$ cat config.mk
export PLATFORM = sky130hd
export DESIGN_NAME = writeback_buffer
export DESIGN_NICKNAME = d
export VERILOG_FILES = /design/src/rtl/writeback_buffer.sv
export SDC_FILE = /design/constraint.sdc
export NUM_CORES = 1
export LEC_CHECK = 0
export ABC_CLOCK_PERIOD_IN_PS = 27700
export BUFFER_PORTS_ARGS = -buffer_cell sky130_fd_sc_hd__buf_2
export CORE_MARGIN = 2
export CORE_UTILIZATION = 55
export DETAILED_ROUTE_END_ITERATION = 8
export GPL_TIMING_DRIVEN = 0
export PLACE_DENSITY = 0.78
export SLEW_MARGIN = 20
export SYNTH_ARGS = -nofsm -noshare
export SYNTH_HDL_FRONTEND = slang
export SYNTH_SLANG_ARGS = --single-unit
$ cat constraint.sdc
create_clock -name clk_i -period 27.7 [get_ports clk_i]
set_clock_uncertainty 0.15 [all_clocks]
set_input_delay 0 -clock clk_i [delete_from_list [all_inputs] [get_ports clk_i]]
set_output_delay 0 -clock clk_i [all_outputs]
set_load 0.05 [all_outputs]
$ cat src/rtl/writeback_buffer.sv
// writeback_buffer: coalescing eviction FIFO with fill forwarding in front of backing memory
module writeback_buffer #(
    parameter int DEPTH = 4
) (
    input  logic         clk_i,
    input  logic         reset_i,
    input  logic [31:0]  c_addr_i,
    input  logic [127:0] c_wdata_i,
    input  logic         c_wren_i,
    input  logic         c_rden_i,
    output logic [127:0] c_rdata_o,
    output logic         c_rdata_valid_o,
    output logic         buf_full_o,
    output logic         overflow_o,
    output logic         rd_overrun_o,
    output logic [31:0]  m_addr_o,
    output logic [127:0] m_wdata_o,
    output logic         m_wren_o,
    output logic         m_rden_o,
    input  logic         m_ready_i,
    input  logic [127:0] m_rdata_i,
    input  logic         m_rdata_valid_i
);
    localparam int AW = $clog2(DEPTH);
    localparam int CW = AW + 1;
    typedef enum logic [1:0] {IDLE, FWD, RD_REQ, RD_WAIT} state_t;
    state_t        state_q, state_d;
    logic [27:0]   addr_q [DEPTH];
    logic [127:0]  data_q [DEPTH];
    logic [AW-1:0] head_q, head_d, tail_q, tail_d, match_idx, idx;
    logic [CW-1:0] count_q, count_d;
    logic [27:0]   lat_addr_q, lat_addr_d;
    logic [127:0]  c_rdata_q, c_rdata_d;
    logic          rvalid_q, rvalid_d, overflow_q, overflow_d, overrun_q, overrun_d;
    logic          match, rd_hit, rd_miss, coalesce, push, pop, drop, full;
    logic          unused_lsbs;

    assign unused_lsbs = ^c_addr_i[3:0];

    // Search valid entries oldest to youngest so the youngest match wins
    always_comb begin
        match = 1'b0;
        match_idx = '0;
        idx = '0;
        for (int i = 0; i < DEPTH; i++) begin
            idx = head_q + AW'(i);
            if (CW'(i) < count_q && addr_q[idx] == c_addr_i[31:4]) begin
                match = 1'b1;
                match_idx = idx;
            end
        end
    end

    assign full     = count_q == CW'(DEPTH);
    assign rd_hit   = state_q == IDLE && c_rden_i && match;
    assign rd_miss  = state_q == IDLE && c_rden_i && !match;
    assign pop      = m_wren_o && m_ready_i;
    // A line leaving via the head this cycle cannot absorb new data, so it is queued afresh instead
    assign coalesce = c_wren_i && match && !(pop && match_idx == head_q);
    assign push     = c_wren_i && !coalesce && (!full || pop);
    assign drop     = c_wren_i && !coalesce && full && !pop;

    // Entry storage: push writes the tail, coalesce overwrites the matching line in place
    always_ff @(posedge clk_i) begin
        if (push) begin
            addr_q[tail_q] <= c_addr_i[31:4];
            data_q[tail_q] <= c_wdata_i;
        end else if (coalesce) begin
            data_q[match_idx] <= c_wdata_i;
        end
    end

    // Datapath next state: pointers, occupancy, sticky flags, fill capture and response pulse
    always_comb begin
        head_d     = pop ? head_q + AW'(1) : head_q;
        tail_d     = push ? tail_q + AW'(1) : tail_q;
        count_d    = count_q + CW'(push) - CW'(pop);
        lat_addr_d = rd_miss ? c_addr_i[31:4] : lat_addr_q;
        c_rdata_d  = rd_hit ? data_q[match_idx] :
                     (state_q == RD_WAIT && m_rdata_valid_i) ? m_rdata_i : c_rdata_q;
        rvalid_d   = rd_hit || (state_q == RD_WAIT && m_rdata_valid_i);
        overflow_d = overflow_q || drop;
        overrun_d  = overrun_q || (c_rden_i && state_q != IDLE);
    end

    // Datapath registers
    always_ff @(posedge clk_i or posedge reset_i) begin
        if (reset_i) begin
            head_q     <= '0;
            tail_q     <= '0;
            count_q    <= '0;
            lat_addr_q <= '0;
            c_rdata_q  <= '0;
            rvalid_q   <= 1'b0;
            overflow_q <= 1'b0;
            overrun_q  <= 1'b0;
        end else begin
            head_q     <= head_d;
            tail_q     <= tail_d;
            count_q    <= count_d;
            lat_addr_q <= lat_addr_d;
            c_rdata_q  <= c_rdata_d;
            rvalid_q   <= rvalid_d;
            overflow_q <= overflow_d;
            overrun_q  <= overrun_d;
        end
    end

    // Fill FSM state register
    always_ff @(posedge clk_i or posedge reset_i) begin
        if (reset_i) state_q <= IDLE;
        else state_q <= state_d;
    end

    // Fill FSM next state
    always_comb begin
        state_d = state_q;
        case (state_q)
            IDLE:    state_d = rd_hit ? FWD : rd_miss ? RD_REQ : IDLE;
            FWD:     state_d = IDLE;
            RD_REQ:  state_d = m_ready_i ? RD_WAIT : RD_REQ;
            RD_WAIT: state_d = m_rdata_valid_i ? IDLE : RD_WAIT;
            default: state_d = IDLE;
        endcase
    end

    // Memory request outputs: fill read in RD_REQ, otherwise drain the head only when idle and unread
    always_comb begin
        m_rden_o  = state_q == RD_REQ;
        m_wren_o  = state_q == IDLE && !c_rden_i && count_q != '0;
        m_addr_o  = m_rden_o ? {lat_addr_q, 4'h0} : m_wren_o ? {addr_q[head_q], 4'h0} : '0;
        m_wdata_o = m_wren_o ? data_q[head_q] : '0;
    end

    assign c_rdata_o       = c_rdata_q;
    assign c_rdata_valid_o = rvalid_q;
    assign buf_full_o      = full;
    assign overflow_o      = overflow_q;
    assign rd_overrun_o    = overrun_q;
endmodule
# Word-level counts from Yosys, hierarchy flattened

Memories as Yosys holds them, arrays and structs flattened.
Index checks and enable logic that the tools add are counted.

$add $sub $neg: 6
Magnitude comparators: 4
Equal/unequal tests: 9
Mux-type cells: 26
Reductions and logical operators: 34

Operators by type and width:

| kind                                                                        | count |
|---|---|
| 128-bit two-way mux                                                         | 4 |
| 128-bit OR reduction                                                        | 1 |
| 28-bit equality test                                                        | 4 |
| 32-bit two-way mux                                                          | 2 |
| 1-bit logical AND                                                           | 19 |
| 2-bit two-way mux                                                           | 8 |
| 1-bit two-way mux                                                           | 11 |
| 2-bit case mux with 4 select lines                                          | 1 |
| 1-bit zero test                                                             | 6 |
| 1-bit by 3-bit less-than comparator with 1-bit output, first input constant | 2 |
| 2-bit by 3-bit less-than comparator with 1-bit output, first input constant | 2 |
| 2-bit by 1-bit adder with 2-bit output, second input constant               | 2 |
| 2-bit adder, second input constant                                          | 2 |
| 2-bit equality test, second input constant                                  | 2 |
| 1-bit logical OR                                                            | 4 |
| 2-bit nonzero test                                                          | 2 |
| 3-bit by 1-bit adder with 3-bit output                                      | 1 |
| 3-bit equality test, second input constant                                  | 1 |
| 3-bit nonzero test                                                          | 1 |
| 3-bit by 1-bit subtractor with 3-bit output                                 | 1 |
| 2-bit by 1-bit equality test with 1-bit output, second input constant       | 1 |
| 2-bit equality test                                                         | 1 |
| 2-bit zero test                                                             | 1 |

Register bits after elaboration: 168
RAM bits: 624
Input port bits: 294
Output and inout bits: 294
Word-level logic and storage cells: 90
Memories kept: 2

Memory list:

| memory | words | bits a word | rd ports | clocked after memory_dff | wr ports | line | text |
|---|---|---|---|---|---|---|---|
| data_q | 4     | 128         | 2        | 0                        | 1        | 29   | `logic [127:0] data_q [DEPTH];` |
| addr_q | 4     | 28          | 4        | 0                        | 1        | 28   | `logic [27:0] addr_q [DEPTH];` |

# Logic depth before layout (Yosys ltp)

Gate-level depths: netlist (run 1).
An unclocked memory read counts as a cell.

Depth in word-level cells: 18
Gate-level depth with buffers: 19
Mapped depth without buffers: 17

# Least setup slack after synthesis (run 1)

OpenSTA, ideal clock, no wires.

Path type: reg-to-reg
Start point: reg head_q[1]
End point: mem data_q[1][0] (enable)
Library setup time: 802 ps
Arrival time: 12495 ps
Required time: 26748 ps
Slack: 14253 ps
Stages on the path, launching flop included: 15
Path buffers: 3
Period minus slack after synthesis: 13447 ps
Cells stage by stage: dfrtp_1 > buf_6 > buf_6 > buf_6 > mux2i_1 > mux2i_1 > a2111oi_0 > nand4_1 > or4_1 > nor3_2 > o22ai_1 > a211o_1 > a21oi_1 > inv_1 > o31ai_1

Longest elaborated chain between the ends: 18
Elaborated cells between the ends (all ways): 36
Those cells by class: 3 x add/sub; 5 x eq/ne; 15 x mux; 12 x reduce/logical; 1 x memory

Ends and longest elaborated chain:

| element                                                                                 | line | text |
|---|---|---|
| from (decl)                                                                             | 30   | `logic [AW-1:0] head_q, head_d, tail_q, tail_d, match_idx, idx;` |
| from (signal assigned)                                                                  | 89   | `head_q <= '0;` |
| from (signal assigned)                                                                  | 98   | `head_q <= head_d;` |
| 2-bit by 1-bit adder with 2-bit output / memory read 4 x 28 bit (equally long branches) | -    |  |
| memory read 4 x 28 bit / 28-bit equality test (equally long branches)                   | -    |  |
| 28-bit equality test / 1-bit logical AND (equally long branches)                        | 47   | `if (CW'(i) < count_q && addr_q[idx] == c_addr_i[31:4]) begin` |
| 1-bit logical AND / 2-bit two-way mux (equally long branches)                           | 47   |  |
| 2-bit two-way mux (3 in a row)                                                          | 47   |  |
| 2-bit equality test                                                                     | 59   | `assign coalesce = c_wren_i && match && !(pop && match_idx == head_q);` |
| 1-bit logical AND                                                                       | 59   |  |
| 1-bit zero test                                                                         | 59   |  |
| 1-bit logical AND                                                                       | 59   |  |
| 1-bit zero test                                                                         | 60   | `assign push = c_wren_i && !coalesce && (!full \|\| pop);` |
| 1-bit logical AND (2 in a row)                                                          | 60   |  |
| 1-bit two-way mux                                                                       | 65   | `if (push) begin` |
| 1-bit two-way mux (not written as such)                                                 | 69   | `data_q[match_idx] <= c_wdata_i;` |
| 128-bit OR reduction (no source line)                                                   | -    |  |
| 2-bit two-way mux (no source line) / 1-bit two-way mux (equally long branches)          | -    |  |
| to (decl)                                                                               | 29   |  |

Several ways; a longest one is shown, not always the timed one.

# Worst setup path after layout (run 1)

Start point: reg head_q[1]
End point: mem data_q[0][46] (enable)

The elaborated chain is that of the path after synthesis.

==> results of run 1 <==
## layout make-up
type	instances	area [µm²]
clock inverter	43	428
tap	882	1100
multi-input combinational	1359	13900
inverter	24	97.6
antenna	34	85.1
sequential	792	22900
clock buffer	113	2310
fill	4118	18800
buffer	214	1090
timing repair buffer	1040	7750
## where the power goes
group          switching [W]  internal, W  leakage (nW)
clock network       0.000509     0.000655          1.34
logic                0.00177     0.000839          9.30
registers           0.000186      0.00161          7.79
total                0.00246      0.00310          18.4
## registers in the layout, summed over array words and instances, names as in the netlist
| name | flops |
|---|---|
| addr_q | 112 |
| c_rdata_o | 128 |
| c_rdata_valid_o | 1 |
| count_q | 3 |
| data_q | 512 |
| head_q | 2 |
| lat_addr_q | 28 |
| overflow_o | 1 |
| rd_overrun_o | 1 |
| state_q | 2 |
| tail_q | 2 |
## critical path: stages (launching register included)
cell	delay [ns]
dfrtp_1	0.34
buf_6	0.20
buf_6	0.25
buf_4	0.38
mux2i_1	0.60
o221ai_1	0.30
a2111oi_0	0.60
nand4_1	0.30
or4_1	0.53
nor3_2	0.46
o22ai_1	0.12
a211o_1	0.37
a21oi_1	0.47
nor4b_1	0.37
a31o_4	0.47
buf_16	0.31
buf_16	0.29
buf_12	0.28
## layer usage
layer  up-vias  wire length, µm
met5         -               46
met2      2836            72200
met3       815            18200
li1      12100                -
met1     15600            50300
met4         8            12300
## stage by stage
stage	hold slack, ns	setup slack (ns)	instance area, µm²
finish	0.00408	20.47	49700
floorplan	-0.0511	14.25	37900
CTS	0.000925	20.60	49600
global route	0.0119	20.27	49700
global placement	0.0585	3.70	41900
detailed placement	-0.125	20.59	42600
## worst paths after layout
check	from	end	slack (ns)	depth (start not counted)
max in group asynchronous	reset_i	lat_addr_q[25]	26.14	5
worst min register to register	rd_overrun_o	rd_overrun_o	0.33	1
min in group asynchronous	reset_i	c_rdata_o[49]	0.40	4
worst max-delay path	head_q[1]	data_q[0][46]	20.47	17
worst min-delay path	c_addr_i[27]	addr_q[2][23]	0.004	2
worst max register to register	head_q[1]	data_q[0][46]	20.47	17
## cells in the final DEF, fill, tap and decap left out, drive strengths merged, types with 14 or more instances in the layout
master | synthesis | routed
inv | 24 | 29
o221ai | 132 | 132
dlygate4sd3 | 0 | 423
mux4 | 164 | 164
mux2i | 374 | 374
nor3 | 14 | 14
buf | 102 | 717
diode | 0 | 34
edfxtp | 624 | 624
nand2 | 29 | 29
xor2 | 15 | 15
mux2 | 46 | 46
nand4 | 24 | 24
and2 | 135 | 135
a32oi | 129 | 129
o21ai | 17 | 17
a22o | 25 | 25
nor2 | 20 | 20
clkinv | 0 | 27
xnor2 | 70 | 70
clkbuf | 112 | 227
dfrtp | 168 | 168
a21oi | 21 | 21
## synthesized netlist by cell type, types with 19 or more instances
library cell    n
a22o_1         25
buf_4          23
mux4_2        163
mux2i_1       371
clkbuf_1      112
o221ai_1      121
a32oi_1       129
nor2_1         20
dfrtp_1       168
xnor2_1        70
inv_1          23
mux2_2         46
nand2_1        29
edfxtp_1      624
buf_2          42
nand4_1        24
a21oi_1        21
and2_1        135
buf_1          19
## logic make-up (layout without fill, tap and decap cells)
family,after synthesis,in the layout,synth area share [%]
fa+ha+maj,8,8,0.284
xor+xnor,85,85,1.96
other cells,1,38,0.00989
flops,792,792,60.5
simple gates,281,281,4.33
mux,584,584,21.0
buf+inv,238,1434,3.09
compound gates,397,397,8.83
==> impl_metrics.py, run 1 <==
metrics = {
    "synthesis": {
        "ys_warn_count": 0,
        "yosysSeqAreaShare_pct": 60.5,
        "yosysTopAreaCell": "edfxtp_1",
        "syn_area_um2": 37900,
        "synth_area_leaders": "edfxtp_1 (49%), dfrtp_1 (11%), mux2i_1 (9.8%), mux4_2 (9.7%), a32oi_1 (3.0%)",
        "synthArstFlopShare_pct": 21.2,
        "synth_area_per_cell_um2": 15.9,
        "synth_flop_cell": "edfxtp_1",
        "synth_top_area_share_pct": 49.4,
        "synth_cell_types": 73,
        "syn_inst": 2386,
        "synth-seq-cells": 792,
        "synth-edff-count": 624,
    },
    "die": {
        "core_um2": 68500,
        "initial_core_util_pct": 55.4,
        "fp.dieH_um": 267,
        "dieWidth_um": 267,
        "dieArea_um2": 71100,
        "io_pins": 588,
        "rows": 96,
    },
    "clock_network": {
        "numCtsBuffers": 84,
        "cts_hold_buf": 422,
        "cts_sinks": 792,
        "worstSkewPairLatency_ns": 0.65,
        "htreeDepth": 3,
        "cts_resized": 0,
        "clk_pin_slew_ns": 0.06,
        "cts_tree": "done",
        "postCtsSetupRepairBufs": 0,
        "clock_path_buffers": 3,
        "clock-root-buffer": "clkbuf_16",
    },
    "finish": {
        "postLayoutCoreUtil_pct": 72.6,
        "area_growth_pct": 31.0,
        "layout-drive-gt1-share_pct": 29.8,
        "fin_cells": 4501,
        "finish.net_count": 3817,
    },
    "placed_design": {
        "gp_congestion": 1.01,
        "dp_cells": 3888,
        "io_buffers": 579,
        "hpwl_mm": 96.9,
    },
    "global_routing": {
        "top_usage_layer": "met2",
        "grt_pass1_vias": 32200,
        "grt_usage_pct": 42.3,
        "antenna_found_initial": 35,
        "grt-ovfl-total": 0,
        "grt_first_pass_wirelength_mm": 217,
        "grt_max_degree": 78,
        "use_met2_pct": 68.1,
        "grtUsageMet1_pct": 50.4,
        "grt_util_met3_pct": 11.8,
    },
    "outcome": {
        "status": "finished clean",
    },
    "routing": {
        "avgViaCountPerCell": 6.96,
        "drc_errors": 0,
        "num_vias": 31300,
        "routed_wirelength_mm": 153,
        "wire_per_inst_um": 34.0,
        "drtPass1Iterations": 7,
        "antenna_left": 0,
        "drtIter0Drc": 4300,
    },
    "timing": {
        "fmax_ghz": 0.138,
        "rsz0062_at_grt": "false",
        "period_needed_ns": 7.23,
        "max_slew_margin_pct": 20.1,
        "maxSlewViolCount": 0,
        "tightest_slew_ns": 1.20,
        "setup_violations": 0,
        "hold_viol": 0,
        "fin_crit_sh_pct": 26.1,
        "fin_setup_tns_ns": 0,
    },
    "worst_setup_path": {
        "crit_arrival_ns": 7.41,
        "worst_ep_required_time_ns": 27.88,
        "cp-start-kind": "flop",
        "cp-end-kind": "flop",
        "worstSetupPathType": "reg -> reg",
        "crit_fanout": 38,
    },
    "pwr": {
        "p_leak_nw": 18.4,
        "ir_drop_uv": 96.7,
        "power_density_nw_per_um2": 112,
        "power_w": 0.00557,
    },
    "job": {
        "cap_violations": 0,
    },
    "worst_hold_path": {
        "hold_class": "in -> reg",
    },
}
No activity file was read; power rests on OpenSTA's default activity.
==> run 2, diff against run 1 <==
--- a/config.mk
+++ b/config.mk
@@ -5,7 +5,7 @@
 export SDC_FILE = /design/constraint.sdc
 export NUM_CORES = 1
 export LEC_CHECK = 0
-export ABC_CLOCK_PERIOD_IN_PS = 27700
+export ABC_CLOCK_PERIOD_IN_PS = 6710
 export BUFFER_PORTS_ARGS = -buffer_cell sky130_fd_sc_hd__buf_2
 export CORE_MARGIN = 2
 export CORE_UTILIZATION = 55
==> constraint.sdc (replaced) <==
create_clock -name clk_i -period 6.71 [get_ports clk_i]
set_clock_uncertainty 0.15 [all_clocks]
set_input_delay 0 -clock clk_i [delete_from_list [all_inputs] [get_ports clk_i]]
set_output_delay 0 -clock clk_i [all_outputs]
set_load 0.05 [all_outputs]
==> impl_metrics.py, run 2 (synthesis gave the netlist of run 1 again) <==
metrics = {
    "routing": {
        "drtPass1Iterations": 6,
        "drc_errors": 0,
        "antenna_left": 0,
        "num_vias": 31800,
        "routed_wirelength_mm": 159,
        "drtIter0Drc": 4340,
        "wire_per_inst_um": 35.5,
        "avgViaCountPerCell": 7.08,
    },
    "finish": {
        "top_register": "data_q",
        "area_growth_pct": 31.6,
        "finish.net_count": 3807,
        "fillerInstances": 3988,
        "largest_reg_flops": 512,
        "layout_common_cells": "edfxtp_1 (624), buf_2 (621), dlygate4sd3_1 (407)",
        "mostFrequentLayoutCell": "edfxtp_1",
        "multi_input_area_um2": 13900,
        "final-seq-area_um2": 22900,
        "layout-drive-gt1-share_pct": 30.6,
        "postLayoutCoreUtil_pct": 72.9,
    },
    "worst_setup_path": {
        "r2r_end": "data_q[3][40]",
        "worst_ep_required_time_ns": 6.92,
        "startpoint": "head_q[1]",
        "crit_slowest_cell": "a2111oi_2",
        "crit_path_cell_trace": "buf_6 -> buf_6 -> buf_6 -> buf_4 -> mux2i_1 -> mux2i_1 -> xnor2_1 -> nand4_1 -> a2111oi_2 -> and3_1 -> nand2b_1 -> a21oi_1 -> o21bai_1 -> buf_2 -> buf_6 -> buf_8 -> nand4_1 -> o31ai_4 -> buf_6 -> buf_8 -> buf_8 -> buf_8 -> buf_6 -> buf_8",
        "reg2regPathDepth": 24,
        "cp-start-kind": "flop",
        "worstSetupPathType": "reg -> reg",
        "cp-end-kind": "flop",
        "worst_path_largest_cell_delay_ns": 0.61,
        "crit_fanout": 11,
        "reg2reg_from": "head_q[1]",
        "ff2ff_setup_slack_ns": 0.15,
        "crit_path_frequent_cell": "buf_6",
        "crit_arrival_ns": 6.76,
    },
    "clock_network": {
        "numCtsBuffers": 85,
        "clock-root-buffer": "clkbuf_16",
        "cts_sinks": 792,
        "cts_tree": "done",
        "htreeDepth": 3,
        "clock_path_buffers": 3,
        "worstSkewPairLatency_ns": 0.66,
        "clk_pin_slew_ns": 0.08,
    },
    "placed_design": {
        "gp_congestion": 0.987,
        "post-place-ws_ns": -0.246,
        "hpwl_mm": 97.8,
        "io_buffers": 579,
    },
    "timing": {
        "fin_crit_sh_pct": 97.7,
        "rsz0062_at_grt": "false",
        "max_slew_margin_pct": 15.1,
        "setup_violations": 0,
        "tightest_slew_ns": 1.27,
        "period_needed_ns": 6.56,
        "maxSlewViolCount": 0,
        "fmax_ghz": 0.152,
        "hold_slack_ns": -0.00378,
        "setup_slack_ns": 0.152,
        "hold_viol": 4,
    },
    "pwr": {
        "power_density_nw_per_um2": 471,
        "p_leak_nw": 18.5,
        "ir_drop_uv": 374,
        "power_w": 0.0235,
    },
    "outcome": {
        "status": "finished with violations",
        "violations": "hold timing",
    },
    "die": {
        "io_pins": 588,
        "dieWidth_um": 267,
        "dieArea_um2": 71100,
        "initial_core_util_pct": 55.4,
        "fp.dieH_um": 267,
        "rows": 96,
        "core_um2": 68500,
    },
    "job": {
        "cap_violations": 0,
    },
    "global_routing": {
        "grt_usage_pct": 43.1,
        "antenna_found_initial": 25,
        "grt-ovfl-total": 0,
        "grt_pass1_vias": 32100,
        "grt_first_pass_wirelength_mm": 220,
        "grt_max_degree": 79,
    },
    "worst_hold_path": {
        "whs_endpoint": "data_q[1][70]",
        "whs_path_depth": 2,
        "hold_class": "in -> reg",
        "worstHoldStart": "c_wdata_i[70]",
    },
}
## run 2: cell count changes in the layout (fill, tap and decap cells not counted), moves of 4 or more
cell and change:
clkbuf_8 +7, diode_2 -5, clkbuf_1 -8, dlygate4sd3_1 -16, buf_16 +4, clkinv_2 -5, buf_12 -4, bufinv_16 +5
## run 2: area by class of cell
class	instances	area share, %
Sequential cell	792	45.9
Multi-Input combinational cell	1360	27.9
Timing Repair Buffer	1028	15.3
Clock buffer	115	4.83
Tap cell	882	2.21
Buffer	214	2.19
Clock inverter	44	1.22
Inverter	24	0.195
Antenna cell	29	0.145
## run 2: routing by layer
metal | GRT usage (%) | part of all wire (%)
met1 | 52.0 | 33
met2 | 69.1 | 46
met3 | 11.2 | 12
met4 | 27.6 | 8.7
met5 | 0 | 0.069
## run 2: how the worst max path moves through the flow
stage	to	slack, ns	depth (start not counted)
global route	data_q[1][12]	0.07	23
floorplan	data_q[1][0]	-0.23	15
finish	data_q[3][40]	0.15	24
detailed placement	data_q[0][32]	-0.25	19
global placement	data_q[1][32]	-5.20	16
CTS	data_q[1][14]	0.02	23
## run 2: what timing repair did
| item | in CTS | in global routing |
|---|---|---|
| hold buffers | 407 | 0 |
| setup endpoints to repair | 85 | 187 |
| pin swaps | 0 | 1 |
| buffers inserted | 0 | 3 |
| endpoints found under the hold margin | 990 | 0 |
| resized for setup | 4 | 4 |
| cloned | 1 | 0 |
## run 2: power by group
| group | internal [W] | switching, W | leakage [nW] |
|---|---|---|---|
| Sequential | 0.00665 | 0.000796 | 7.79 |
| Combinational | 0.00348 | 0.00739 | 9.28 |
| Clock | 0.00301 | 0.00220 | 1.47 |
| Total | 0.0131 | 0.0104 | 18.5 |
## run 2: per-stage QoR
step / instance area [µm²] / cells / setup TNS (ns)
floorplan: 38000 / 2389 / -29.68
global placement: 42000 / 3850 / -2132.81
detailed placement: 42700 / 3889 / -14.75
CTS: 49800 / 4456 / 0
global route: 49900 / 4478 / 0
finish: 49900 / 4488 / 0
## run 2: critical path, delay by kind of cell (launching register included)
| family | cells | cell delay [ns] |
|---|---|---|
| XOR/XNOR | 1 | 0.34 |
| flip-flops | 1 | 0.34 |
| buffers and inverters | 13 | 2.98 |
| AO/OA/AOI/OAI | 4 | 1.07 |
| multiplexers | 2 | 0.48 |
| AND/OR/NAND/NOR | 4 | 0.84 |
